## src/rtl/load_store_unit.sv

```systemverilog
// Purpose : RV32I memory-access stage; turns ALU address + rs2 into one valid/ack bus access.
// Latency : request cycle -> REQ (one cycle per bus wait) -> DONE pulse; 2 busy cycles on a zero-wait bus.
// Backpressure: busy stalls the core until ack, an illegal-access fault, or a MAX_WAIT timeout.
//
// Ports:
//   clk, reset              rising-edge clock, synchronous active-high reset
//   mem_read, mem_write     load/store request, held stable by the core while busy
//   funct3, addr, wdata     RV32I size/sign field, effective address, store data
//   rdata_out               formatted load result (held until the next successful load)
//   busy, done, fault       stall request, completion pulse, fault pulse (with done)
//   bus_req/we/addr/wdata/be/ack/rdata   word-addressed valid/ack data bus
module load_store_unit #(
  parameter int unsigned MAX_WAIT = 15
) (
  input  logic        clk,
  input  logic        reset,
  input  logic        mem_read,
  input  logic        mem_write,
  input  logic [2:0]  funct3,
  input  logic [31:0] addr,
  input  logic [31:0] wdata,
  output logic [31:0] rdata_out,
  output logic        busy,
  output logic        done,
  output logic        fault,
  output logic        bus_req,
  output logic        bus_we,
  output logic [31:0] bus_addr,
  output logic [31:0] bus_wdata,
  output logic [3:0]  bus_be,
  input  logic        bus_ack,
  input  logic [31:0] bus_rdata
);

  typedef enum logic [1:0] {
    IDLE = 2'd0,
    REQ  = 2'd1,
    DONE = 2'd2
  } state_t;

  localparam logic [7:0] WAIT_LIM = 8'(MAX_WAIT);

  state_t      state;
  logic [7:0]  wait_cnt;
  logic [1:0]  lat_off;   // byte offset of the access, used for load lane select
  logic [2:0]  lat_f3;

  logic        req_any;
  logic        legal;
  logic        f3_ok;
  logic        align_ok;
  logic [3:0]  be_calc;
  logic [31:0] wdata_calc;
  logic [31:0] load_fmt;

  assign req_any = mem_read | mem_write;

  // busy is the only combinational output: the core must stall in the
  // same cycle it presents the request.
  assign busy = ((state == IDLE) && req_any) || (state == REQ);

  // Legality, byte enables and lane-replicated store data for the request
  // currently presented in IDLE.
  always_comb begin
    f3_ok      = 1'b0;
    align_ok   = 1'b1;
    be_calc    = 4'b1111;
    wdata_calc = 32'h0;

    if (mem_read) begin
      case (funct3)
        3'b000, 3'b001, 3'b010, 3'b100, 3'b101: f3_ok = 1'b1;
        default:                                f3_ok = 1'b0;
      endcase
    end else begin
      case (funct3)
        3'b000, 3'b001, 3'b010: f3_ok = 1'b1;
        default:                f3_ok = 1'b0;
      endcase
    end

    case (funct3[1:0])
      2'b00: begin
        be_calc    = 4'b0001 << addr[1:0];
        wdata_calc = {4{wdata[7:0]}};
      end
      2'b01: begin
        align_ok   = ~addr[0];
        be_calc    = 4'b0011 << addr[1:0];
        wdata_calc = {2{wdata[15:0]}};
      end
      default: begin
        align_ok   = (addr[1:0] == 2'b00);
        be_calc    = 4'b1111;
        wdata_calc = wdata;
      end
    endcase

    if (!mem_write) begin
      wdata_calc = 32'h0;
    end
  end

  // Asserting both mem_read and mem_write is treated as an illegal access.
  assign legal = (mem_read ^ mem_write) && f3_ok && align_ok;

  // Load formatting from the latched offset/size; only consumed on ack.
  always_comb begin
    logic [31:0] shifted;
    logic [7:0]  lb;
    logic [15:0] lh;
    shifted  = bus_rdata >> {lat_off, 3'b000};
    lb       = shifted[7:0];
    lh       = lat_off[1] ? bus_rdata[31:16] : bus_rdata[15:0];
    load_fmt = bus_rdata;
    case (lat_f3)
      3'b000:  load_fmt = {{24{lb[7]}}, lb};
      3'b001:  load_fmt = {{16{lh[15]}}, lh};
      3'b100:  load_fmt = {24'h0, lb};
      3'b101:  load_fmt = {16'h0, lh};
      default: load_fmt = bus_rdata;
    endcase
  end

  always_ff @(posedge clk) begin
    if (reset) begin
      state     <= IDLE;
      wait_cnt  <= 8'd0;
      lat_off   <= 2'b00;
      lat_f3    <= 3'b000;
      rdata_out <= 32'h0;
      done      <= 1'b0;
      fault     <= 1'b0;
      bus_req   <= 1'b0;
      bus_we    <= 1'b0;
      bus_addr  <= 32'h0;
      bus_wdata <= 32'h0;
      bus_be    <= 4'b0000;
    end else begin
      case (state)
        IDLE: begin
          done     <= 1'b0;
          fault    <= 1'b0;
          wait_cnt <= 8'd0;
          if (req_any) begin
            if (legal) begin
              lat_off   <= addr[1:0];
              lat_f3    <= funct3;
              bus_req   <= 1'b1;
              bus_we    <= mem_write;
              bus_addr  <= {addr[31:2], 2'b00};
              bus_wdata <= wdata_calc;
              bus_be    <= be_calc;
              state     <= REQ;
            end else begin
              // Illegal accesses never touch the bus.
              done  <= 1'b1;
              fault <= 1'b1;
              state <= DONE;
            end
          end
        end

        REQ: begin
          if (bus_ack) begin
            bus_req <= 1'b0;
            done    <= 1'b1;
            if (!bus_we) begin
              rdata_out <= load_fmt;
            end
            state <= DONE;
          end else if (wait_cnt + 8'd1 == WAIT_LIM) begin
            // This is the MAX_WAIT-th REQ cycle without ack: give up.
            bus_req <= 1'b0;
            done    <= 1'b1;
            fault   <= 1'b1;
            state   <= DONE;
          end else begin
            wait_cnt <= wait_cnt + 8'd1;
          end
        end

        DONE: begin
          done  <= 1'b0;
          fault <= 1'b0;
          state <= IDLE;
        end

        default: begin
          state <= IDLE;
        end
      endcase
    end
  end

endmodule

```

## config.mk

```make
export PLATFORM = sky130hd
export DESIGN_NAME = load_store_unit
export DESIGN_NICKNAME = d
export VERILOG_FILES = /design/src/rtl/load_store_unit.sv
export SDC_FILE = /design/constraint.sdc
export NUM_CORES = 1
export LEC_CHECK = 0
export CAP_MARGIN = 20
export CORE_UTILIZATION = 40
export CTS_BUF_LIST = sky130_fd_sc_hd__clkbuf_8
export DETAILED_ROUTE_END_ITERATION = 12
export HOLD_SLACK_MARGIN = 0.05
export PLACE_DENSITY_LB_ADDON = 0.12
export SYNTH_ARGS = -nofsm -noshare
export SYNTH_HDL_FRONTEND = slang
export SYNTH_SLANG_ARGS = --single-unit
```

## constraint.sdc

```tcl
create_clock -name clk -period 2.9 [get_ports clk]
set_clock_uncertainty 0.15 [all_clocks]
set_input_delay 0.58 -clock clk [delete_from_list [all_inputs] [get_ports clk]]
set_output_delay 0.58 -clock clk [all_outputs]
set_load 0.005 [all_outputs]
```

After elaboration in Yosys (flattened, before gate mapping) --
Index checks and enable logic that the tools add are counted.
Operators by class: eq/ne operators 17, multiply operators 0, mux-type cells 29, shift-type cells 3, $add $sub $neg 1, reductions and logical operators 20, bitwise gates (word level) 4, order comparisons 0, div/mod/pow operators 0
Operators by type and width (number):
- $pmux 32 s4 | 1
- $pmux 32 s2 | 1
- $mux 32 | 1
- $shr 32x5->8 | 1
- $mux 16 | 1
- $mux 8 | 2
- $pmux 8 s2 | 1
- $eq 3x3->1 const B | 4
- $mux 1 | 12
- $reduce_and 3->1 | 4
- $add 8x1->8 const B | 1
- $eq 8x4->1 const B | 1
- $mux 2 | 4
- $ne 2x2->1 const B | 4
- $pmux 4 s2 | 1
- $eq 3x1->1 const B | 2
- $logic_not 2->1 | 3
- $logic_not 3->1 | 2
- $pmux 1 s3 | 2
- $reduce_or 5->1 | 1
- $eq 2x1->1 const B | 2
- $pmux 1 s2 | 2
- $pmux 2 s2 | 1
- $reduce_and 2->1 | 2
- 15 further kinds | 18
Storage, ports and cells: memory bits (read-only) 0, bits of input ports 104, word-level logic and storage cells 86, latch bits 0, output and inout bits 105, register bits 117, memories 0, RAM bits 0

Logic depth before layout (Yosys ltp) --
Gate-level depths: netlist of the first run.
depth in word-level cells 9, depth in mapped cells 10, depth with buffers taken out 7

Least setup slack after synthesis of the first run --
No wires, ideal clock.
path type input to register, start point input port mem_write, end point register bus_be[2], path slack 0.282 ns, arrival time 2.337 ns, stages on the path 10, library setup time 0.132 ns, required time 2.618 ns, path buffers 4, cell sequence clkbuf_1 -> clkbuf_1 -> inv_1 -> ha_1 -> nand2b_1 -> or2_2 -> clkbuf_1 -> clkbuf_1 -> nor3_1 -> nor3_1
Between the ends: longest elaborated chain between the ends 4, elaborated cells on any way between the ends 5, those cells by class bitwise: 2; reduce/logical: 3
RTL lines:
- start, declared | line 18 | input logic mem_write,
- $xor 1x1->1 | line 105 | assign legal = (mem_read ^ mem_write) && f3_ok && align_ok;
- $logic_and 1x1->1 (2 in a row) | line 105
- $reduce_and 3->1 (no line) (*)
- end signal, assigned | line 153 | bus_be <= be_calc;
- end, declared | line 30 | output logic [3:0] bus_be,
Mark *: on every way between the ends. The rest lies on a longest branch, timed or not. A chain may end at the register's enable or synchronous reset.

Worst setup path in the final report of the first run --
start point input port mem_read, end point output port busy
Between the ends: longest elaborated chain between the ends 3
RTL lines:
- start, declared | line 17 | input logic mem_read,
- $or 1x1->1 | line 56 | assign req_any = mem_read | mem_write;
- $logic_and 1x1->1 | line 60 | assign busy = ((state == IDLE) && req_any) || (state == REQ);
- $logic_or 1x1->1 | line 60
- end, declared | line 23 | output logic busy,
No other way between the ends.

==> impl_metrics.py, run 1 <==
metrics = {
    "clock_network": {
        "ctsRootBufferMaster": "clkbuf_8",
        "postCtsResizedCells": 0,
        "clock_tree.buffer_depth": 2,
        "cts.reportedPaths.clkPinSlew_ns": 0.08,
        "clkLatencyLatePin_ns": 0.42,
        "cts_stage_hold_buffer_count": 0,
        "cts_post_setup_buffers_inserted": 0,
        "sink_count": 117,
        "cts_tree": "built",
        "cts_buffers": 17,
        "cts_htree_levels": 4,
    },
    "critical_path": {
        "cp_max_fo": 4,
        "cp-start-kind": "input port",
        "worst_setup_path_end_kind": "primary output",
        "worstPathArrival_ns": 2.05,
        "setup.worst_path.class": "in -> out",
        "critical_path_required_ns": 2.17,
    },
    "global_route": {
        "gr_usage_total_pct": 23.7,
        "vias_in_the_first_global_route": 5443,
        "grt_max_degree": 50,
        "grt_pass1_wl_um": 26600,
        "number_of_antenna_violations_at_the_first_check_in_global_routing": 0,
        "grt_remaining_overflow": 0,
    },
    "detailed_routing": {
        "routed-via-count": 5602,
        "met3WireLength_um": 1240,
        "uppermost_layer_routed": "met4",
        "drt-met1-wl_um": 6980,
        "drtAntennaViolNets": 0,
        "dr.pass1.iters": 4,
        "remaining_drc_errors": 0,
        "post_drt_wl_per_cell_um": 15.6,
        "met2_layer_wire_length_in_the_routed_design_um": 8120,
        "wl_um": 16700,
        "via_per_inst": 5.23,
        "initial_drc_count": 308,
    },
    "timing": {
        "setup-tns-final_ns": 0,
        "remaining_max_slew_budget_at_the_tightest_pin_pct": 54.9,
        "grt_setup_unrepaired": "no",
        "report.final.slew_viol_count": 0,
        "maxClockFrequency_mhz": 360,
        "final_hold_violations": 0,
        "tightest_slew_ns": 0.675,
        "report.final.setup_viol": 0,
        "layout_min_cycle_time_ns": 2.78,
        "timing.hold.ws_ns": 0.302,
        "layout_worst_path_cycle_share_pct": 95.9,
    },
    "cells_and_area": {
        "area.sequential_um2": 2340,
        "area_of_combinational_cells_with_multiple_inputs_um2": 2790,
        "antenna-diode-count": 0,
        "finalInstanceArea_um2": 8170,
        "layout-drive-gt1-share_pct": 9.39,
        "area_growth_pct": 50.3,
        "final_nets": 992,
        "nFillCells": 1159,
    },
    "floorplan": {
        "floorplan.die.height_um": 119,
        "die-width_um": 119,
        "core-area_um2": 13200,
        "rows": 42,
        "floorplan.initialDensity_pct": 41.0,
        "top_level_ports": 209,
        "design.die.area_um2": 14100,
    },
    "flow_run": {
        "cap_violations": 0,
    },
    "logic_synthesis": {
        "postSynth.topFlopCell": "dfxtp_1",
        "synth_seq_cells": 117,
        "largest_cells_by_area_after_synthesis": "dfxtp_1 43%, nand2_1 10%, a21oi_1 8.0%",
        "synth_area_um2": 5430,
        "synthDominantAreaCellType": "dfxtp_1",
        "ys_types": 47,
        "synth_top_cell_area_share_pct": 43.1,
        "synth_enable_flop_cells": 0,
        "async_reset_ff_share_pct": 0,
        "number_of_warnings_issued_by_yosys": 0,
        "synth-seq-area-share_pct": 43.1,
        "synth.avg_cell_area_um2": 7.87,
        "syn_inst": 690,
    },
    "placed_design": {
        "hpwlAfterDp_um": 12100,
        "detailed_place.area_um2": 7710,
        "routabilityCongestion": 0.912,
        "placement.io_buffers": 206,
    },
    "power": {
        "vdd_ir_drop_max_mv": 0.309,
        "power_density_nw_per_um2": 492,
        "p_leak_uw": 0.00277,
    },
    "run_status": {
        "run_status": "complete, no violations",
    },
    "hold_path": {
        "worst_hold_path_type": "reg -> reg",
    },
}
==> state kept, by name, indices dropped and copies added (netlist names) <==
name	flops
done	1
fault	1
bus_wdata	32
bus_we	1
bus_addr	30
rdata_out	32
state	2
bus_req	1
lat_off	2
wait_cnt	8
lat_f3	3
bus_be	4
==> critical path, cell delays in order <==
cell             delay, ns
clkdlybuf4s50_1       0.46
inv_1                 0.05
ha_1                  0.23
nand2b_1              0.17
nand2_1               0.07
clkdlybuf4s50_1       0.49
==> per-stage QoR <==
step | std cells | power (uW) | util (%) | worst slack, ns
5_1_grt | 1071 | 4180 | 61.7 | 0.0525
3_5_place_dp | 1039 | 2320 | 58.2 | 0.111
6_report | 1071 | 4020 | 61.7 | 0.119
4_1_cts | 1071 | 4050 | 61.7 | 0.103
2_1_floorplan | 691 | 1980 | - | 0.282
3_3_place_gp | 1039 | 2320 | 58.2 | 0.126
==> cells by family (layout without fill, tap and decap cells) <==
family / Yosys count / count (layout) / synth area share [%]
AO/OA/AOI/OAI: 182 / 182 / 20.9
XOR/XNOR: 1 / 1 / 0.161
adder cells (fa/ha/maj): 6 / 6 / 1.38
buffers and inverters: 79 / 283 / 5.83
flip-flops: 117 / 117 / 43.1
multiplexers: 36 / 36 / 7.72
other: 1 / 2 / 0.0690
AND/OR/NAND/NOR: 268 / 268 / 20.9
==> area by class of cell <==
type	instances	area share, %
repair buffers	231	28.0
clock buffers	18	3.03
well taps	176	2.70
multi-input cells	495	34.2
clock inverters	14	2.54
flip-flops and latches	117	28.7
inverters	20	0.919
==> power by group <==
part,switching [uW],internal [uW],total (uW)
registers,32.6,1660,1690
logic,271,329,599
clock network,686,1040,1720
total,990,3030,4020
==> routing by layer <==
| layer | global-route usage [%] | up-vias |
|---|---|---|
| met5 | 0 | - |
| met4 | 9.89 | 0 |
| met3 | 8.06 | 31 |
| met2 | 39.7 | 190 |
| met1 | 27.5 | 2604 |
| li1 | - | 2777 |
==> cell usage after synthesis (5+ instances only) <==
cell type and count:
a22oi_1 9, o21ai_0 15, or3_1 5, o22ai_1 7, dfxtp_1 117, mux2i_1 16
ha_1 6, nor2b_1 7, mux2_2 16, nand3_1 36, a211oi_1 30, a21oi_1 87
inv_1 19, clkbuf_1 48, o2111ai_1 8, nor2_1 42, nor3_1 19, nand2_1 150
==> cells in the final DEF, fill, tap and decap left out, types with 2 or more instances in the layout <==
cell type,n
a211oi_1,30
a21oi_1,87
a22oi_1,9
a311oi_1,3
a31oi_1,2
a32oi_1,2
buf_12,3
buf_4,23
bufinv_16,5
clkbuf_8,18
clkdlybuf4s50_1,205
clkinv_2,4
clkinvlp_4,5
conb_1,2
dfxtp_1,117
ha_1,6
inv_1,19
mux2_2,16
mux2i_1,16
mux4_2,3
nand2_1,150
nand2b_1,3
nand3_1,36
nor2_1,41
nor2b_1,7
nor3_1,18
nor3_2,2
o2111ai_1,8
o211ai_1,3
o21a_1,4
o21ai_0,15
o21ai_1,4
o22ai_1,7
or2_2,2
or3_1,5
==> worst paths after layout <==
kind	from	endpoint	cells after the start	slack (ns)
max	mem_read	busy	6	0.12
max reg2reg	wait_cnt[1]	wait_cnt[1]	7	0.40
min	bus_wdata[4]	bus_wdata[4]	2	0.30
min reg2reg	bus_wdata[4]	bus_wdata[4]	2	0.30
No activity file was read; power rests on OpenSTA's default activity.
==> run 2, diff against run 1 <==
--- a/config.mk
+++ b/config.mk
@@ -9,6 +9,7 @@
 export CORE_UTILIZATION = 40
 export CTS_BUF_LIST = sky130_fd_sc_hd__clkbuf_8
 export DETAILED_ROUTE_END_ITERATION = 12
+export GPL_ROUTABILITY_DRIVEN = 0
 export HOLD_SLACK_MARGIN = 0.05
 export PLACE_DENSITY_LB_ADDON = 0.12
 export SYNTH_ARGS = -nofsm -noshare
==> constraint.sdc (replaced) <==
create_clock -name clk -period 2.9 [get_ports clk]
set_clock_uncertainty 0.15 [all_clocks]
set_input_delay 0.725 -clock clk [delete_from_list [all_inputs] [get_ports clk]]
set_output_delay 0.725 -clock clk [all_outputs]
set_load 0.005 [all_outputs]
==> impl_metrics.py, run 2 (synthesized netlist as in run 1, its figures left out) <==
metrics = {
    "run_status": {
        "run_status": "complete, no violations",
    },
    "power": {
        "power_frac_clock_pct": 40.0,
        "vdd_ir_drop_max_mv": 0.278,
        "power_density_nw_per_um2": 471,
        "switching_power_uw": 954,
        "combinationalPowerShare_pct": 15.7,
        "power.switching_fraction_pct": 25.0,
        "p_seq_share_pct": 44.3,
        "intPower_uw": 2860,
        "p_leak_uw": 0.00277,
    },
    "detailed_routing": {
        "remaining_drc_errors": 0,
        "post_drt_wl_per_cell_um": 15.6,
        "wl_um": 16700,
        "initial_drc_count": 368,
        "via_per_inst": 5.19,
        "routed-via-count": 5548,
        "dr.pass1.iters": 5,
        "drtAntennaViolNets": 0,
    },
    "floorplan": {
        "top_level_ports": 209,
        "core-area_um2": 13200,
        "rows": 42,
        "floorplan.die.height_um": 119,
        "design.die.area_um2": 14100,
        "die-width_um": 119,
        "floorplan.initialDensity_pct": 41.0,
    },
    "timing": {
        "layout_min_cycle_time_ns": 2.76,
        "tightest_slew_ns": 0.702,
        "remaining_max_slew_budget_at_the_tightest_pin_pct": 53.2,
        "final_hold_violations": 0,
        "grt_setup_unrepaired": "no",
        "report.final.setup_viol": 0,
        "report.final.slew_viol_count": 0,
        "maxClockFrequency_mhz": 362,
        "layout_worst_path_cycle_share_pct": 95.2,
    },
    "flow_run": {
        "cap_violations": 0,
    },
    "clock_network": {
        "cts.reportedPaths.clkPinSlew_ns": 0.06,
        "cts_buffers": 17,
        "sink_count": 117,
        "clock_tree.buffer_depth": 2,
        "cts_tree": "built",
        "ctsRootBufferMaster": "clkbuf_8",
        "cts_htree_levels": 4,
        "clkLatencyLatePin_ns": 0.44,
    },
    "hold_path": {
        "worst_hold_path_type": "reg -> reg",
    },
    "critical_path": {
        "worst_r2r_startpoint": "wait_cnt[1]",
        "reg2regPathDepth": 7,
        "rrSetupSlack_ns": 0.40,
        "setup.worst_path.end": "busy",
        "worst_r2r_endpoint": "wait_cnt[1]",
        "cp-startpoint": "mem_write",
        "cp-start-kind": "input port",
        "critical_path_required_ns": 2.03,
        "cp_max_fo": 2,
        "worstPathArrival_ns": 1.89,
        "worst_setup_path_end_kind": "primary output",
        "setup.worst_path.class": "in -> out",
    },
    "cells_and_area": {
        "nFillCells": 1201,
        "area_of_combinational_cells_with_multiple_inputs_um2": 2790,
        "registers_with_the_most_flip_flops": "bus_wdata x32, rdata_out x32, bus_addr x30",
        "layout-drive-gt1-share_pct": 8.87,
        "finalInstanceArea_um2": 8110,
        "final_nets": 990,
        "mostFrequentLayoutCell": "clkdlybuf4s50_1",
        "finish.cell_count_without_fillers": 1068,
        "leading_cell_types_in_the_layout_fill_and_taps_excluded": "204 x clkdlybuf4s50_1, 150 x nand2_1, 117 x dfxtp_1",
        "area_growth_pct": 49.2,
        "area.sequential_um2": 2340,
    },
    "global_route": {
        "number_of_antenna_violations_at_the_first_check_in_global_routing": 1,
        "grt_remaining_overflow": 0,
        "vias_in_the_first_global_route": 5518,
        "grt_pass1_wl_um": 27500,
        "grt_max_degree": 68,
        "gr_usage_total_pct": 24.6,
    },
    "placed_design": {
        "detailed_place.area_um2": 7710,
        "dpl.cell_count": 1037,
        "hpwlAfterDp_um": 12000,
        "placement.io_buffers": 206,
    },
}
[run 2: repair_timing]
item / 4_1_cts / 5_1_grt
setup endpoints to repair: 1 / 0
hold buffers: 0 / 0
gates resized for setup: 1 / 0
buffers inserted: 0 / 0
[run 2: power by group through the flow]
stage,Combinational (uW),Sequential (uW),Clock [uW]
finish,600,1690,1520
global route,656,1700,1630
CTS,602,1690,1560
detailed placement,601,1730,0
global placement,591,1720,0
floorplan,257,1720,0
[run 2: final cells by class]
cell class | count | area share (%)
Antenna cell | 1 | 0.0309
Clock buffer | 19 | 3.23
Clock inverter | 11 | 1.67
Inverter | 20 | 0.926
Multi-Input combinational cell | 495 | 34.4
Sequential cell | 117 | 28.9
Tap cell | 176 | 2.72
Timing Repair Buffer | 229 | 28.1
[run 2: worst min-delay path by stage]
stage	from	end	slack, ns	depth (start not counted)
after detailed placement	bus_wdata[21]	bus_wdata[21]	0.30	2
final	bus_wdata[19]	bus_wdata[19]	0.30	2
after global placement	bus_wdata[11]	bus_wdata[11]	0.29	2
after CTS	bus_addr[2]	bus_addr[2]	0.31	2
after global routing	bus_wdata[19]	bus_wdata[19]	0.33	2
after floorplan	bus_wdata[0]	bus_wdata[0]	0.30	2
[run 2: per-stage QoR]
step | setup TNS, ns | setup slack, ns | hold WS [ns] | power [uW] | utilization [%]
6_report | 0 | 0.139 | 0.304 | 3820 | 61.2
5_1_grt | 0 | 0.0549 | 0.327 | 3980 | 61.2
4_1_cts | 0 | 0.130 | 0.307 | 3850 | 61.2
3_5_place_dp | -0.134 | -0.134 | 0.297 | 2330 | 58.2
3_3_place_gp | -0.132 | -0.132 | 0.289 | 2320 | 58.2
2_1_floorplan | 0 | 0.137 | 0.298 | 1980 | -
[run 2: worst max-delay path, cell delays in order]
cell,delay (ns)
clkdlybuf4s50_1,0.48
inv_1,0.05
ha_1,0.18
nand2b_1,0.16
nand2_1,0.07
dlygate4sd2_1,0.23
[run 2: per-layer routing]
layer,global-route usage (%),wire (um),share of wire (%),vias to the layer above
met2,41.7,8210,49,165
met1,28.2,6890,41,2587
li1,-,-,-,2774
met3,8.88,1300,7.8,22
met4,8.94,294,1.8,0
met5,0,0,0,-
==> run 3, diff against run 2 <==
--- a/config.mk
+++ b/config.mk
@@ -6,6 +6,7 @@
 export NUM_CORES = 1
 export LEC_CHECK = 0
 export CAP_MARGIN = 20
+export CORE_MARGIN = 3
 export CORE_UTILIZATION = 40
 export CTS_BUF_LIST = sky130_fd_sc_hd__clkbuf_8
 export DETAILED_ROUTE_END_ITERATION = 12
==> impl_metrics.py, run 3 (synthesized netlist as in run 1, its figures left out) <==
metrics = {
    "clock_network": {
        "cts_htree_levels": 4,
        "cts_buffers": 17,
        "ctsRootBufferMaster": "clkbuf_8",
        "cts_stage_hold_buffer_count": 0,
        "cts.reportedPaths.clkPinSlew_ns": 0.06,
        "clkLatencyLatePin_ns": 0.42,
        "clock_tree.buffer_depth": 2,
        "cts_tree": "built",
        "sink_count": 117,
    },
    "cells_and_area": {
        "finalInstanceArea_um2": 8040,
        "mostFrequentLayoutCell": "clkdlybuf4s50_1",
        "nFillCells": 1168,
        "area_growth_pct": 48.0,
        "layout-drive-gt1-share_pct": 8.32,
        "final_nets": 987,
        "registers_with_the_most_flip_flops": "bus_wdata x32, rdata_out x32, bus_addr x30",
        "finish.utilization_pct": 62.2,
        "antenna-diode-count": 0,
        "leading_cell_types_in_the_layout_fill_and_taps_excluded": "204 x clkdlybuf4s50_1, 150 x nand2_1, 117 x dfxtp_1",
    },
    "floorplan": {
        "top_level_ports": 209,
        "floorplan.die.height_um": 123,
        "design.die.area_um2": 15000,
        "core-area_um2": 12900,
        "floorplan.initialDensity_pct": 42.0,
        "rows": 41,
        "die-width_um": 123,
    },
    "global_route": {
        "grt_max_degree": 78,
        "grt_pass1_wl_um": 26300,
        "vias_in_the_first_global_route": 5423,
        "number_of_antenna_violations_at_the_first_check_in_global_routing": 0,
        "grt_remaining_overflow": 0,
        "gr_usage_total_pct": 22.2,
    },
    "timing": {
        "timing.hold.ws_ns": 0.302,
        "grt_setup_unrepaired": "no",
        "layout_min_cycle_time_ns": 2.75,
        "final_hold_violations": 0,
        "pnr_worst_setup_slack_ns": 0.152,
        "layout_worst_path_cycle_share_pct": 94.8,
        "maxClockFrequency_mhz": 364,
        "remaining_max_slew_budget_at_the_tightest_pin_pct": 44.8,
        "report.final.setup_viol": 0,
        "report.final.slew_viol_count": 0,
        "tightest_slew_ns": 0.828,
    },
    "placed_design": {
        "hpwlAfterDp_um": 12300,
        "detailed_place.area_um2": 7680,
        "pre_cts_ws_ns": -0.132,
        "placement.io_buffers": 206,
    },
    "critical_path": {
        "timing.critical_path.max_delay_family": "buffers and inverters",
        "reg2regPathDepth": 7,
        "worst_setup_path_end_kind": "primary output",
        "cp_cell_sequence": "clkdlybuf4s50_1 > inv_1 > ha_1 > nand2b_1 > nand2_1 > dlygate4sd2_1",
        "crit_path_slowest_cell": "clkdlybuf4s50_1",
        "crit_path_max_incr_delay_ns": 0.48,
        "critical_path_required_ns": 2.03,
        "cp.buffers_inverters": 3,
        "cp_max_fo": 2,
        "cp-start-kind": "input port",
        "worstSetupPathDepth": 6,
        "worstPathArrival_ns": 1.87,
        "setup.worst_path.class": "in -> out",
    },
    "detailed_routing": {
        "routed-via-count": 5685,
        "via_per_inst": 5.36,
        "post_drt_wl_per_cell_um": 15.8,
        "wl_um": 16700,
        "dr.pass1.iters": 5,
        "drtAntennaViolNets": 0,
        "initial_drc_count": 324,
        "remaining_drc_errors": 0,
    },
    "hold_path": {
        "holdPathStages": 2,
        "worst_hold_path_type": "reg -> reg",
    },
    "run_status": {
        "run_status": "complete, no violations",
    },
    "power": {
        "vdd_ir_drop_max_mv": 0.304,
        "p_leak_uw": 0.00275,
        "power_density_nw_per_um2": 452,
    },
    "flow_run": {
        "cap_violations": 0,
    },
}
==> run 3: cell types whose count changed in the layout (fill, tap and decap cells not counted) <==
cell	delta
inv_1	+3
diode_2	-1
clkbuf_8	+5
buf_4	-3
clkinv_2	-2
clkinvlp_4	-1
clkinv_4	-1
bufinv_16	-3
==> run 3: worst paths after layout <==
kind	from	to	slack (ns)
min	bus_wdata[2]	bus_wdata[2]	0.30
min reg2reg	bus_wdata[2]	bus_wdata[2]	0.30
max reg2reg	wait_cnt[1]	wait_cnt[1]	0.39
max	mem_write	busy	0.15
==> run 3: final cells by class <==
type                            instances  area [um^2]  area share [%]
Sequential cell                       117         2340            29.1
Multi-Input combinational cell        495         2790            34.7
Tap cell                              172          215            2.68
Clock inverter                          7         30.0           0.373
Timing Repair Buffer                  226         2260            28.1
Clock buffer                           24          330            4.11
Inverter                               20         75.1           0.934
==> run 3: routing by layer <==
| layer | vias to the layer above | global-route usage (%) | wire length [um] |
|---|---|---|---|
| met5 | - | 0 | 0 |
| met4 | 0 | 9.52 | 440 |
| met3 | 36 | 8.76 | 1470 |
| met2 | 210 | 36.8 | 8090 |
| met1 | 2667 | 25.3 | 6730 |
| li1 | 2772 | - | - |
==> run 3: through the flow <==
step / instances / setup TNS [ns] / power (uW)
after global placement: 1030 / -0.129 / 2310
final: 1061 / 0 / 3630
after global routing: 1061 / 0 / 3800
after CTS: 1061 / 0 / 3670
after detailed placement: 1030 / -0.132 / 2320
after floorplan: 691 / 0 / 1980
==> run 3: worst min-delay path: stages (launching register included) <==
cell and delay [ns]:
dfxtp_1 0.31, nand2_1 0.05, a21oi_1 0.05
==> run 3: timing repair <==
| item | CTS | global route |
|---|---|---|
| gates resized for setup | 1 | 0 |
| setup buffers | 0 | 0 |
| endpoints found under the setup margin | 1 | 0 |
==> run 3: power breakdown <==
group	total, uW	leakage, uW	internal [uW]	switching, uW
Sequential	1690	0.000947	1660	32.2
Combinational	594	0.00160	324	270
Clock	1350	0.000206	730	619
